`src/rtl/mem_pkg.sv`:
```
// Shared DDR controller definitions: MIG command codes, read-side FSM encoding
// and default timing constants used by both the read and write controllers.
package mem_pkg;

  localparam logic [2:0] APP_CMD_READ  = 3'b001;
  localparam logic [2:0] APP_CMD_WRITE = 3'b000;

  localparam int DEF_ADDR_STEP = 8;
  localparam int DEF_TIMEOUT   = 8000;

  typedef enum logic [1:0] {
    RD_IDLE      = 2'd0,
    RD_CMD       = 2'd1,
    RD_WAIT_DATA = 2'd2,
    RD_DONE      = 2'd3
  } rd_state_e;

endpackage

```
`src/rtl/mem_read_ctrl.sv`:
```
// Read-burst controller: expands one granted burst into MIG read commands,
// forwards returned beats, and closes the burst with a finish pulse.
module mem_read_ctrl
  import mem_pkg::*;
#(
  parameter int MEM_DATA_BITS = 256,
  parameter int ADDR_WIDTH    = 30,
  parameter int ADDR_STEP     = DEF_ADDR_STEP,
  parameter int TIMEOUT       = DEF_TIMEOUT
) (
  input  logic                     ddr_clk_i,
  input  logic                     ddr_rst_n_i,
  input  logic                     rd_ddr_req,
  input  logic [7:0]               rd_ddr_len,
  input  logic [ADDR_WIDTH-1:0]    rd_ddr_addr,
  output logic                     rd_ddr_data_valid,
  output logic [MEM_DATA_BITS-1:0] rd_ddr_data,
  output logic                     rd_ddr_finish,
  output logic                     app_en,
  output logic [2:0]               app_cmd,
  output logic [ADDR_WIDTH-1:0]    app_addr,
  input  logic                     app_rdy,
  input  logic [MEM_DATA_BITS-1:0] app_rd_data,
  input  logic                     app_rd_data_valid,
  output logic                     rd_busy_o,
  output logic                     rd_timeout_o,
  output rd_state_e                rd_state_o
);

  rd_state_e             state, state_nxt;
  logic [7:0]            len_r, cmd_cnt, dat_cnt;
  logic [ADDR_WIDTH-1:0] addr_r;
  logic [15:0]           wdog;
  logic                  in_xfer, accept, cmd_hs, beat_acc;
  logic                  last_cmd, last_dat, timeout_hit;

  // Command handshake: a command transfers in a cycle where app_en && app_rdy;
  // app_en and app_addr stay unchanged until that cycle.
  assign in_xfer     = (state == RD_CMD) || (state == RD_WAIT_DATA);
  assign accept      = (state == RD_IDLE) && rd_ddr_req && (rd_ddr_len != 8'd0);
  assign cmd_hs      = (state == RD_CMD) && app_rdy;
  assign beat_acc    = in_xfer && app_rd_data_valid;
  assign last_cmd    = cmd_hs && (cmd_cnt == len_r - 8'd1);
  assign last_dat    = beat_acc && (dat_cnt == len_r - 8'd1);
  // wdog holds completed cycles; the current cycle is wdog+1, so this fires
  // in the first cycle whose count exceeds TIMEOUT.
  assign timeout_hit = in_xfer && (wdog >= 16'(TIMEOUT));

  always_comb begin
    state_nxt = state;
    case (state)
      RD_IDLE: begin
        if (rd_ddr_req) state_nxt = (rd_ddr_len == 8'd0) ? RD_DONE : RD_CMD;
      end
      RD_CMD: begin
        if (timeout_hit) state_nxt = RD_DONE;
        else if (last_cmd)
          state_nxt = (last_dat || (dat_cnt == len_r)) ? RD_DONE : RD_WAIT_DATA;
      end
      RD_WAIT_DATA: begin
        if (timeout_hit || last_dat) state_nxt = RD_DONE;
      end
      RD_DONE:  state_nxt = RD_IDLE;
      default:  state_nxt = RD_IDLE;
    endcase
  end

  always_ff @(posedge ddr_clk_i or negedge ddr_rst_n_i) begin
    if (!ddr_rst_n_i) begin
      state             <= RD_IDLE;
      len_r             <= 8'd0;
      addr_r            <= '0;
      cmd_cnt           <= 8'd0;
      dat_cnt           <= 8'd0;
      wdog              <= 16'd0;
      rd_timeout_o      <= 1'b0;
      rd_ddr_data_valid <= 1'b0;
      rd_ddr_data       <= '0;
      rd_ddr_finish     <= 1'b0;
    end else begin
      state <= state_nxt;
      if (accept) begin
        len_r   <= rd_ddr_len;
        addr_r  <= rd_ddr_addr;
        cmd_cnt <= 8'd0;
        dat_cnt <= 8'd0;
      end else begin
        if (cmd_hs) begin
          cmd_cnt <= cmd_cnt + 8'd1;
          addr_r  <= addr_r + ADDR_WIDTH'(ADDR_STEP);
        end
        if (beat_acc) dat_cnt <= dat_cnt + 8'd1;
      end
      wdog <= (state == RD_IDLE) ? 16'd0 : wdog + 16'd1;
      if (timeout_hit) rd_timeout_o <= 1'b1;
      rd_ddr_data_valid <= beat_acc;
      if (beat_acc) rd_ddr_data <= app_rd_data;
      // Registered off DONE so the pulse lands one cycle after the last beat.
      rd_ddr_finish <= (state == RD_DONE);
    end
  end

  assign app_en     = (state == RD_CMD);
  assign app_cmd    = APP_CMD_READ;
  assign app_addr   = addr_r;
  assign rd_busy_o  = (state != RD_IDLE) || rd_ddr_finish;
  assign rd_state_o = state;

endmodule

```
`config.mk`:
```
export PLATFORM = sky130hd
export DESIGN_NAME = mem_read_ctrl
export DESIGN_NICKNAME = d
export VERILOG_FILES = /design/src/rtl/mem_pkg.sv /design/src/rtl/mem_read_ctrl.sv
export SDC_FILE = /design/constraint.sdc
export NUM_CORES = 1
export LEC_CHECK = 0
export BUFFER_PORTS_ARGS = -buffer_cell sky130_fd_sc_hd__buf_2
export CAP_MARGIN = 20
export CORE_AREA = 5 5 227 229
export CTS_CLUSTER_SIZE = 25
export DETAILED_ROUTE_END_ITERATION = 8
export DIE_AREA = 0 0 232 234
export GPL_TIMING_DRIVEN = 0
export HOLD_SLACK_MARGIN = 0.03
export PLACE_DENSITY = 0.62
export SETUP_SLACK_MARGIN = 0.3
export SLEW_MARGIN = 25
export SYNTH_ARGS = -nofsm -noshare
export SYNTH_HDL_FRONTEND = slang
export SYNTH_SLANG_ARGS = --single-unit
export TNS_END_PERCENT = 50
```
`constraint.sdc`:
```
create_clock -name ddr_clk_i -period 2.9 [get_ports ddr_clk_i]
set_input_delay 0.58 -clock ddr_clk_i [delete_from_list [all_inputs] [get_ports ddr_clk_i]]
set_output_delay 0.58 -clock ddr_clk_i [all_outputs]
set_load 0.03 [all_outputs]
```
## After elaboration in Yosys (flattened, before gate mapping)

Index checks and enable logic that the tools add are counted.

| operators by class | value |
|---|---|
| reductions and logical operators | 18 |
| mux-type cells | 14 |
| eq/ne operators | 9 |
| order comparisons | 1 |
| add/subtract/negate cells | 5 |

Operator list:

| operator | number |
|---|---|
| two-way mux 30 bit | 2 |
| two-way mux 8 bit | 4 |
| adder 30 x 4 -> 30 bit (second input constant) | 1 |
| == test 8 bit | 3 |
| adder 16 x 1 -> 16 bit (second input constant) | 1 |
| adder 8 x 1 -> 8 bit (second input constant) | 2 |
| >= comparator 16 x 13 -> 1 bit (second input constant) | 1 |
| two-way mux 16 bit | 1 |
| two-way mux 2 bit | 5 |
| zero test 8 bit | 1 |
| one-hot mux 2 bit (4 select lines) | 1 |
| nonzero test 8 bit | 1 |
| subtractor 8 x 1 -> 8 bit (second input constant) | 1 |
| logical AND 1 bit | 7 |
| nonzero test 2 bit | 3 |
| == test 2 bit (second input constant) | 2 |
| logical OR 1 bit | 4 |
| inequality test 3 x 1 -> 1 bit (second input constant) | 1 |
| AND reduction 3 bit | 1 |
| == test 2 x 1 -> 1 bit (second input constant) | 1 |
| zero test 2 bit | 1 |
| inequality test 2 x 1 -> 1 bit (second input constant) | 1 |
| inequality test 2 bit (second input constant) | 1 |
| two-way mux 1 bit | 1 |

| word-level totals | value |
|---|---|
| flip-flop bits (word level) | 331 |
| output and inout bits | 296 |
| input bits | 299 |

## Depth between registers and ports, before layout

Gate-level depths: netlist of the first run.

| depth | value |
|---|---|
| depth in word-level cells | 9 |
| gate-level depth with buffers | 10 |
| gate-level depth less buffers | 9 |

## Worst setup path after synthesis of the first run

No wires, ideal clock.

| timing path | value |
|---|---|
| path kind | register to register |
| from | register state[1], in the netlist rd_state_o[1] |
| to | register state[0], in the netlist rd_state_o[0] |
| library setup time | 0.131 ns |
| arrival time | 2.603 ns |
| clock period less this slack | 2.734 ns |
| slack | 0.166 ns |
| cell stages (with the launch flop) | 10 |
| path buffers | 0 |
| data required time | 2.769 ns |
| cells stage by stage | dfrtp_1 inv_1 ha_1 nand2_1 a311oi_1 nand3_1 a2111oi_0 a31oi_1 o21a_1 or3_1 |

| on the way | value |
|---|---|
| cells in the longest elaborated chain, start to end | 9 |
| elaborated cells on any way between the ends | 20 |
| those cells by class | 6 x eq/ne; 4 x mux; 10 x reduce/logical |

Ends and longest elaborated chain:

| what | line | RTL |
|---|---|---|
| from (decl) | mem_read_ctrl.sv:30 | `rd_state_e state, state_nxt;` |
| from (signal assigned) | mem_read_ctrl.sv:81 | `state <= state_nxt;` |
| == test 2 x 1 -> 1 bit (*) | - |  |
| named net app_en | mem_read_ctrl.sv:19 | `output logic app_en,` |
| logical OR 1 bit | mem_read_ctrl.sv:39 | `assign in_xfer = (state == RD_CMD) \|\| (state == RD_WAIT_DATA);` |
| logical AND 1 bit | mem_read_ctrl.sv:42 | `assign beat_acc = in_xfer && app_rd_data_valid;` |
| logical AND 1 bit | mem_read_ctrl.sv:44 | `assign last_dat = beat_acc && (dat_cnt == len_r - 8'd1);` |
| logical OR 1 bit | mem_read_ctrl.sv:58 | `state_nxt = (last_dat \|\| (dat_cnt == len_r)) ? RD_DONE : RD_WAIT_DATA;` |
| two-way mux 1 bit | mem_read_ctrl.sv:58 |  |
| two-way mux 2 bit | mem_read_ctrl.sv:57 | `else if (last_cmd)` |
| two-way mux 2 bit | mem_read_ctrl.sv:56 | `if (timeout_hit) state_nxt = RD_DONE;` |
| one-hot mux 2 bit (4 select lines) | mem_read_ctrl.sv:51 | `case (state)` |

The timed path passes the listed nets; every way through them passes the cells marked *. The select of a mux whose other input is x is not followed.
A chain may end at the register's enable or synchronous reset.

## Worst setup path in the final report of the first run

| timing path | value |
|---|---|
| from | register len_r[1] |
| to | register state[0], in the netlist rd_state_o[0] |

| on the way | value |
|---|---|
| cells in the longest elaborated chain, start to end | 8 |
| elaborated cells on any way between the ends | 15 |
| those cells by class | 1 x add/sub; 5 x eq/ne; 4 x mux; 5 x reduce/logical |

Ends and longest elaborated chain:

| what | line | RTL |
|---|---|---|
| from (decl) | mem_read_ctrl.sv:31 | `logic [7:0] len_r, cmd_cnt, dat_cnt;` |
| from (signal assigned) | mem_read_ctrl.sv:83 | `len_r <= rd_ddr_len;` |
| subtractor 8 x 1 -> 8 bit | mem_read_ctrl.sv:43, mem_read_ctrl.sv:44 |  |
| == test 8 bit | mem_read_ctrl.sv:44 |  |
| logical AND 1 bit | mem_read_ctrl.sv:44 |  |
| logical OR 1 bit | mem_read_ctrl.sv:58 |  |
| two-way mux 1 bit | mem_read_ctrl.sv:58 |  |
| two-way mux 2 bit | mem_read_ctrl.sv:57 |  |
| two-way mux 2 bit | mem_read_ctrl.sv:56 |  |
| one-hot mux 2 bit (4 select lines) | mem_read_ctrl.sv:51 |  |

Several ways; a longest one is shown, not always the timed one. The select of a mux whose other input is x is not followed.

==> results of run 1 <==
## Yosys cell counts (4+ instances only)
| master | n | share of area |
|---|---|---|
| nand4_1 | 14 | 0.0064 |
| nand2_1 | 824 | 0.23 |
| ha_1 | 10 | 0.0091 |
| mux2_2 | 10 | 0.0082 |
| buf_2 | 4 | 0.0015 |
| nor3_1 | 8 | 0.0029 |
| or3_1 | 7 | 0.0032 |
| inv_1 | 10 | 0.0027 |
| o21ai_0 | 37 | 0.014 |
| and3_1 | 10 | 0.0046 |
| and4_1 | 6 | 0.0038 |
| a21oi_1 | 10 | 0.0037 |
| nor2_1 | 40 | 0.011 |
| nand3_1 | 18 | 0.0066 |
| xnor2_1 | 31 | 0.020 |
| clkbuf_1 | 64 | 0.018 |
| buf_1 | 7 | 0.0019 |
| xor2_1 | 37 | 0.024 |
| nand2b_1 | 4 | 0.0018 |
| dfrtp_1 | 331 | 0.61 |
## routing by layer
metal  wire, um  up-vias  share of wire  track usage
li1           -     6075              -            -
met1      18650     6114           0.38       0.1999
met2      24330      458           0.50       0.2940
met3       3825       94          0.078      0.05158
met4       1959        2          0.040      0.06425
met5         13        -        0.00027            0
## power breakdown
part | leakage (nW) | internal (mW) | switching (mW)
clock | 0.669 | 3.19 | 1.97
combinational | 5.71 | 3.42 | 8.84
sequential | 4.12 | 6.73 | 1.32
## worst register-to-register path: cells and delay by family (launching register included)
family	cells	cell delay, ps
AOI/OAI and AO/OA	3	500
adders and majority gates	1	130
buffers and inverters	2	180
DFF	1	420
and+or+nand+nor	4	1390
## worst paths after layout
check	cells past startpoint	start	to	slack [ps]
worst max-delay path	10	len_r[1]	rd_state_o[0]	180
worst min-delay path	3	app_rd_data[181]	rd_ddr_data[181]	220
worst max register to register	10	len_r[1]	rd_state_o[0]	180
worst min register to register	2	rd_ddr_data[191]	rd_ddr_data[191]	470
max in group asynchronous	4	ddr_rst_n_i	rd_ddr_data[190]	910
min in group asynchronous	2	ddr_rst_n_i	rd_ddr_data[68]	620
## cell type report
cell class / count / area share
buffer: 80 / 0.01926
clock buffer: 57 / 0.06189
clock inverter: 13 / 0.009074
inverter: 11 / 0.002285
multi-input combinational: 1107 / 0.2673
sequential: 331 / 0.4323
tap: 672 / 0.04387
timing repair buffer: 606 / 0.1640
## registers in the layout, summed over array words and instances (netlist names)
register and cells:
len_r 8, rd_ddr_data_valid 1, wdog 16, rd_ddr_finish 1, app_addr 30, rd_state_o 2, rd_ddr_data 256, cmd_cnt 8
rd_timeout_o 1, dat_cnt 8
## metrics by stage
stage / utilization / setup slack, ps / TNS, ps / cells / power [mW]
after floorplan: - / 278.5 / 0 / 1529 / 15.74
after global placement: 0.3538 / -5093 / -1678160 / 2792 / 19.91
after detailed placement: 0.3556 / -645.5 / -13440 / 2795 / 20.19
after CTS: 0.3841 / 89.03 / 0 / 2868 / 25.54
after global routing: 0.3876 / 90.53 / 0 / 2877 / 27.06
final: 0.3876 / 177.6 / 0 / 2877 / 25.47
## cells by family (layout without fill, tap and decap cells)
logic type / Yosys count / after routing
AOI/OAI and AO/OA: 64 / 64
xor gates and xnor gates: 68 / 68
adders and majority gates: 10 / 10
buffers and inverters: 91 / 767
DFF: 331 / 331
muxes: 12 / 12
other: 2 / 3
and+or+nand+nor: 950 / 950
## repair_timing
item | CTS | global route
endpoints found under the setup margin | 244 | 122
setup buffers | 2 | 9
hold buffers | 1 | 0
resized for setup | 15 | 44
hold endpoints to repair | 3 | 0
pin swaps | 0 | 4
==> results.toml, run 1 <==
[critical_path]
crit_chain = "inv_2 > ha_4 > buf_8 > or3b_4 > or4_4 > nor2_4 > a31oi_2 > o211a_1 > o21a_1 > or3_1"
slowest_stage = "or4_4"
arrival_ps = 3150
cp_top_family = "simple AND/OR/NAND/NOR gates"
critical_path_class = "reg -> reg"
cp-end-kind = "flop"
cpPeakStageDelay_ps = 530
crit_path_start_kind = "flop"
cp_max_fo = 5
cp_num_buf_inv = 2
required_ps = 3320

[hold_path]
hp-class = "in -> reg"

[floorplan]
die_h_um = 234
rows = 82
die-area_sq_um = 54290
die-width_um = 232
ios = 595
start_util = 0.2766
core_area_sq_um = 49450

[timing]
rsz0062_at_grt = "true"
slew_headroom = 0.4853
whs_ps = 224.5
fin_skew_ps = 23.75
fmax_mhz = 367.3
hold_violations = 0
final-setup-viol-count = 0
fin_crit_ps = 2722
worst-slew-pin-transition_ps = 762.0
fin_crit_sh = 0.9388
maxSlewViolCount = 0

[placement]
place.gp.congestion = 0.9013
io_buffers = 591
hpwl_um = 38230
dpl_cell_area_sq_um = 17590

[grt]
grt_pass1_wl_um = 72880
antenna_found_initial = 2
grt_overflow = 0
grt_pass1_vias = 13097
grt_usage = 0.1700
grt_max_degree = 89

[synthesis]
synth_top_family_by_area = "simple AND/OR/NAND/NOR gates"
async_flop_share = 1.000
synthFlopType = "dfrtp_1"
synth-compound-area-share = 0.02735
synth_cell_types = 49
yosysSeqAreaShare = 0.6055
synthesis.area_sq_um = 13680
synth_xor_xnor_area_share = 0.04353
synth_edf_count = 0
syn_avg_cell_area_sq_um = 8.953
synth_adder_area_share = 0.009146
synthSimpleGateAreaFrac = 0.2775
ys_seq_elements = 331
synth.mux.area_fraction = 0.009695
syn_inst = 1528
yosys_warnings = 0

[drt]
postRouteWirelength_um = 48780
via_per_inst = 4.429
first_pass_iters = 5
vias = 12743
ant_nets = 0
wl_per_cell_um = 16.96
drtIter0Drc = 677
post-route-drc-count = 0

[cts]
cts-htree-levels = 2
worst_skew_pair.late_latency_ps = 540
cts_tree = "yes"
path_clk_slew_ps = 60
cts_buffers = 39
cts_root_buf = "clkbuf_16"
cts.path.max_buffers = 3
cts_sinks = 331

[layout]
num-fill-cells = 5106
final_common_cell = "nand2_1"
final_cell_mix = "nand2_1, buf_2, dfrtp_1"
drive_gt1_frac = 0.3311
antenna_cells = 0
fin_area_sq_um = 19170
area_growth_pct = 40.10
fin_nets = 2485
seq_area_sq_um = 8285
multiInputGateArea_sq_um = 5124

[power]
powerDensity_nw_per_um2 = 1329
p_leak_nw = 10.50
peakVddDrop_mv = 0.7200

[job]
max-cap-violations = 0

[outcome]
status = "finished clean"
Power figures use the tool's default switching activity.
==> run 2: changes to the inputs <==
BUFFER_PORTS_ARGS = -buffer_cell sky130_fd_sc_hd__clkbuf_2   (was -buffer_cell sky130_fd_sc_hd__buf_2)
SETUP_SLACK_MARGIN = 0.1   (was 0.3)
==> run 2 against run 1 <==
Final area fell by 0.97%. Flip-flop and latch count did not move. Global-route usage rose by 0.11 points. Total power fell by 1.7%. Critical path depth did not move. Core utilization fell by 0.37 points. Die area did not move. Sequential power rose by 0.7%. Worst setup slack improved by 12 ps. Clock skew fell by 2.6 ps. Largest cell class unchanged. Largest power group unchanged.
==> results.toml, run 2 (synthesized netlist as in run 1, its figures left out) <==
[timing]
hold_violations = 0
maxSlewViolCount = 0
worst-slew-pin-transition_ps = 883.9
setup_ws_ps = 189.8
whs_ps = 213.0
fin_crit_ps = 2710
fin_skew_ps = 21.17
fin_crit_sh = 0.9346
rsz0062_at_grt = "true"
fmax_mhz = 369.0
slew_headroom = 0.4030
final-setup-viol-count = 0

[grt]
grt_usage = 0.1711
antenna_found_initial = 1
grt_overflow = 0
grt_max_degree = 86
grt_pass1_wl_um = 73200
grt_pass1_vias = 12962

[drt]
post-route-drc-count = 0
wl_per_cell_um = 16.97
postRouteWirelength_um = 48740
via_per_inst = 4.384
vias = 12591
ant_nets = 0
first_pass_iters = 5
drtIter0Drc = 659

[layout]
area_growth_pct = 38.74
largest-register = "rd_ddr_data"
num-fill-cells = 5108
final_cell_mix = "nand2_1, clkbuf_2, dfrtp_1"
antenna_cells = 0
drive_gt1_frac = 0.3223
final_cell_count_no_fill = 2872
largest_reg_flops = 256
final_common_cell = "nand2_1"
fin_nets = 2479

[critical_path]
crit_path_start_kind = "flop"
arrival_ps = 3130
timing.rr.end = "rd_state_o[0]"
crit_chain = "inv_1 > ha_1 > buf_6 > or3b_4 > or4_1 > nor2_1 > a31oi_1 > o211a_1 > o21a_1 > or3_1"
crit_start = "len_r[0]"
critical_path_class = "reg -> reg"
cp-end-kind = "flop"
slowest_stage = "or4_1"
r2r_slack_ps = 190
cp_max_fo = 9
required_ps = 3320
ff2ff_path_depth = 10
cpPeakStageDelay_ps = 490
worstReg2RegStart = "len_r[0]"

[power]
clockPowerShare = 0.197
pwr-share-seq = 0.324
swShare = 0.4856
combPwrFrac = 0.479
p_leak_nw = 10.45
cellInternalPower_mw = 12.88
powerDensity_nw_per_um2 = 1319
switchingPower_mw = 12.15
peakVddDrop_mv = 0.7536

[floorplan]
die-width_um = 232
core_area_sq_um = 49450
ios = 595
die_h_um = 234
rows = 82
start_util = 0.2766
die-area_sq_um = 54290

[placement]
place.gp.congestion = 0.9216
io_buffers = 591
hpwl_um = 38340
dpl.cell_count = 2796
place_ws_ps = -319.2

[hold_path]
hp-class = "in -> reg"
hold_end = "rd_ddr_data[40]"
hp-start = "app_rd_data[40]"
worstHoldPathCells = 3

[cts]
cts_tree = "yes"
path_clk_slew_ps = 60
cts_sinks = 331
cts.path.max_buffers = 3
worst_skew_pair.late_latency_ps = 550
cts_buffers = 39
cts_root_buf = "clkbuf_16"
cts-htree-levels = 2

[job]
max-cap-violations = 0

[outcome]
status = "finished clean"
run 2: changes by cell type in the layout (fill, tap and decap cells not counted), sizes merged:
cell | previous run | this run
clkbuf | 119 | 707
bufinv | 4 | 2
clkinv | 6 | 10
buf | 623 | 24
inv | 12 | 15
clkinvlp | 2 | 3
run 2: critical path, delay by kind of cell (launching register included):
family / cells / cell delay (ps)
AOI/OAI and AO/OA: 3 / 490
DFF: 1 / 410
and+or+nand+nor: 4 / 1330
adders and majority gates: 1 / 160
buffers and inverters: 2 / 210
run 2: metal layers:
| metal | track usage | routed length (um) | vias up |
|---|---|---|---|
| met1 | 0.1961 | 18340 | 5976 |
| li1 | - | - | 6057 |
| met5 | 0 | 20 | - |
| met3 | 0.05497 | 3898 | 115 |
| met2 | 0.2919 | 23970 | 441 |
| met4 | 0.08013 | 2511 | 2 |
run 2: layout make-up:
cell class	count	area (sq um)	share of cell area
Buffer	80	347.8	0.01833
Clock buffer	52	1115	0.05873
Clock inverter	19	171.4	0.009031
Inverter	11	43.79	0.002307
Multi-Input combinational cell	1107	5060	0.2666
Sequential cell	331	8285	0.4365
Tap cell	672	840.8	0.04430
Timing Repair Buffer	600	3117	0.1642
run 2: worst max path at each step:
stage | end | slack, ps | cells past startpoint
floorplan | rd_state_o[0] | 170 | 9
global placement | rd_ddr_data[162] | -6030 | 1
detailed placement | rd_ddr_data[196] | -320 | 7
CTS | rd_state_o[0] | 30 | 10
global route | rd_busy_o | 60 | 5
finish | rd_state_o[0] | 190 | 10
run 2: repair_timing:
action,in CTS,in global routing
hold endpoints to repair,26,0
pin swaps,0,2
resized for setup,16,10
buffers inserted,0,4
hold buffers,1,0
setup endpoints to repair,224,155
run 2: per-stage QoR:
| stage | utilization | instance area (sq um) | power, mW | TNS, ps |
|---|---|---|---|---|
| finish | 0.3838 | 18980 | 25.03 | 0 |
| global route | 0.3838 | 18980 | 26.63 | 0 |
| CTS | 0.3827 | 18930 | 25.28 | 0 |
| detailed placement | 0.3560 | 17600 | 20.19 | -21720 |
| global placement | 0.3535 | 17480 | 19.96 | -1997920 |
| floorplan | - | 13680 | 15.73 | 0 |
run 2: power by group through the flow:
stage	Combinational [mW]	Clock, mW	Sequential, mW
floorplan	3.89	0	11.8
global placement	11.9	0	8.09
detailed placement	12.0	0	8.15
CTS	12.1	5.08	8.13
global route	13.0	5.26	8.38
finish	12.0	4.93	8.11
==> run 3: changes to the inputs <==
CORE_AREA = 5 5 229 231   (was 5 5 227 229)
DIE_AREA = 0 0 234 236   (was 0 0 232 234)
PLACE_DENSITY = 0.61   (was 0.62)
clock period = 3.3 ns   (was 2.9 ns; I/O delays follow)
==> run 3 against run 2 <==
First-iteration DRC count decreased by 7.9%. Via count increased by 0.25%. Global-route usage about the same. Critical path type unchanged. Critical endpoint unchanged. Largest power group unchanged.
==> results.toml, run 3 (synthesized netlist as in run 1, its figures left out) <==
[power]
combPwrFrac = 0.472
swShare = 0.4800
p_leak_nw = 10.42
cellInternalPower_mw = 11.49
peakVddDrop_mv = 0.6905
switchingPower_mw = 10.61
clockPowerShare = 0.203
pwr-share-seq = 0.325
powerDensity_nw_per_um2 = 1166
power.total_mw = 22.10

[cts]
post_cts_buffers = 0
cts.path.max_buffers = 3
worst_skew_pair.late_latency_ps = 540
path_clk_slew_ps = 60
cts_sinks = 331
cts_buffers = 39
cts-htree-levels = 2
cts_root_buf = "clkbuf_16"
cts_hold_buf = 0
cts_tree = "yes"

[placement]
place_ws_ps = -113.2
io_buffers = 591
hpwl_um = 38560
place.gp.congestion = 0.8707

[critical_path]
cp_max_fo = 9
r2r_slack_ps = 400
endpoint = "rd_state_o[0]"
ff2ff_path_depth = 10
cp-end-kind = "flop"
worstReg2RegStart = "len_r[0]"
required_ps = 3710
crit_chain = "inv_1 > ha_1 > clkbuf_2 > or3b_1 > or4_1 > nor2_1 > a31oi_1 > o211a_1 > o21a_1 > or3_1"
crit_start = "len_r[0]"
timing.rr.end = "rd_state_o[0]"
arrival_ps = 3310
cpPeakStageDelay_ps = 480
slowest_stage = "dfrtp_1"
crit_path_start_kind = "flop"
critical_path_class = "reg -> reg"

[drt]
first_pass_iters = 5
wl_per_cell_um = 17.03
postRouteWirelength_um = 48810
ant_nets = 0
post-route-drc-count = 0
vias = 12622
via_per_inst = 4.406
drtIter0Drc = 607

[grt]
grt_usage = 0.1707
grt_overflow = 0
antenna_found_initial = 2
grt_max_degree = 85
grt_pass1_wl_um = 74330
grt_pass1_vias = 12860

[outcome]
status = "finished clean"

[timing]
maxSlewViolCount = 0
fin_skew_ps = 17.13
worst-slew-pin-transition_ps = 1002
rsz0062_at_grt = "true"
final-setup-viol-count = 0
fmax_mhz = 344.6
setup_ws_ps = 398.3
fin_crit_sh = 0.8793
hold_violations = 0
fin_crit_ps = 2902
slew_headroom = 0.3320

[layout]
num-fill-cells = 5154
largest-register = "rd_ddr_data"
final_common_cell = "nand2_1"
drive_gt1_frac = 0.3114
largest_reg_flops = 256
fin_nets = 2474
final_cell_mix = "nand2_1, clkbuf_2, dfrtp_1"
fin_util = 0.3802
area_growth_pct = 38.56
antenna_cells = 0

[floorplan]
die_h_um = 236
rows = 82
die-width_um = 234
ios = 595
start_util = 0.2744
core_area_sq_um = 49860
die-area_sq_um = 55220

[hold_path]
hp-class = "in -> async"

[job]
max-cap-violations = 0
-- run 3: cell count changes in the layout (fill, tap and decap cells not counted), moves of 4 or more --
cell / before / now
inv_6: 4 / 0
clkinv_2: 9 / 4
clkbuf_1: 57 / 68
clkbuf_2: 600 / 595
buf_4: 7 / 3
-- run 3: layer usage --
layer | routed length, um | vias up | GRT usage
met4 | 1964 | 4 | 0.06549
met3 | 3841 | 87 | 0.05171
li1 | - | 6043 | -
met2 | 24130 | 461 | 0.2940
met1 | 18850 | 6027 | 0.1989
met5 | 21 | - | 0
-- run 3: layout make-up --
type                            instances  area [sq um]  area share
Clock inverter                         11         162.7    0.008581
Sequential cell                       331          8283      0.4370
Inverter                               11         41.29    0.002178
Tap cell                              672         840.8     0.04436
Buffer                                 80         336.6     0.01776
Multi-Input combinational cell       1107          5035      0.2656
Timing Repair Buffer                  595          3077      0.1623
Clock buffer                           58          1180     0.06224
-- run 3: what timing repair did --
item,4_1_cts,5_1_grt
setup endpoints to repair,40,21
resized for setup,1,9
cloned,0,0
-- run 3: worst min path at each step --
| stage | depth (start not counted) | end |
|---|---|---|
| 2_1_floorplan | 0 | app_addr[0] |
| 3_3_place_gp | 1 | rd_timeout_o |
| 3_5_place_dp | 1 | rd_timeout_o |
| 4_1_cts | 1 | rd_ddr_data[64] |
| 5_1_grt | 1 | rd_ddr_data[61] |
| 6_report | 1 | rd_ddr_data[64] |
-- run 3: per-stage QoR --
stage          setup TNS [ps]  hold slack, ps  area [sq um]  cells
2_1_floorplan               0           364.4         13680   1529
3_3_place_gp         -1885680           456.9         17480   2792
3_5_place_dp           -362.7           455.1         17600   2796
4_1_cts                     0           117.6         18950   2865
5_1_grt                     0           152.4         18960   2865
6_report                    0           139.7         18960   2865
-- run 3: worst max-delay path: cells and delay by family (launching register included) --
family,cells,cell delay (ps)
and+or+nand+nor,4,1320
AOI/OAI and AO/OA,3,530
adders and majority gates,1,140
DFF,1,480
buffers and inverters,2,300
-- run 3: power by group through the flow --
stage          Combinational (mW)  Clock, mW  Sequential, mW
2_1_floorplan                3.41          0            10.4
3_3_place_gp                 10.4          0            7.14
3_5_place_dp                 10.6          0            7.19
4_1_cts                      10.6       4.63            7.17
5_1_grt                      11.3       4.78            7.39
6_report                     10.4       4.50            7.18
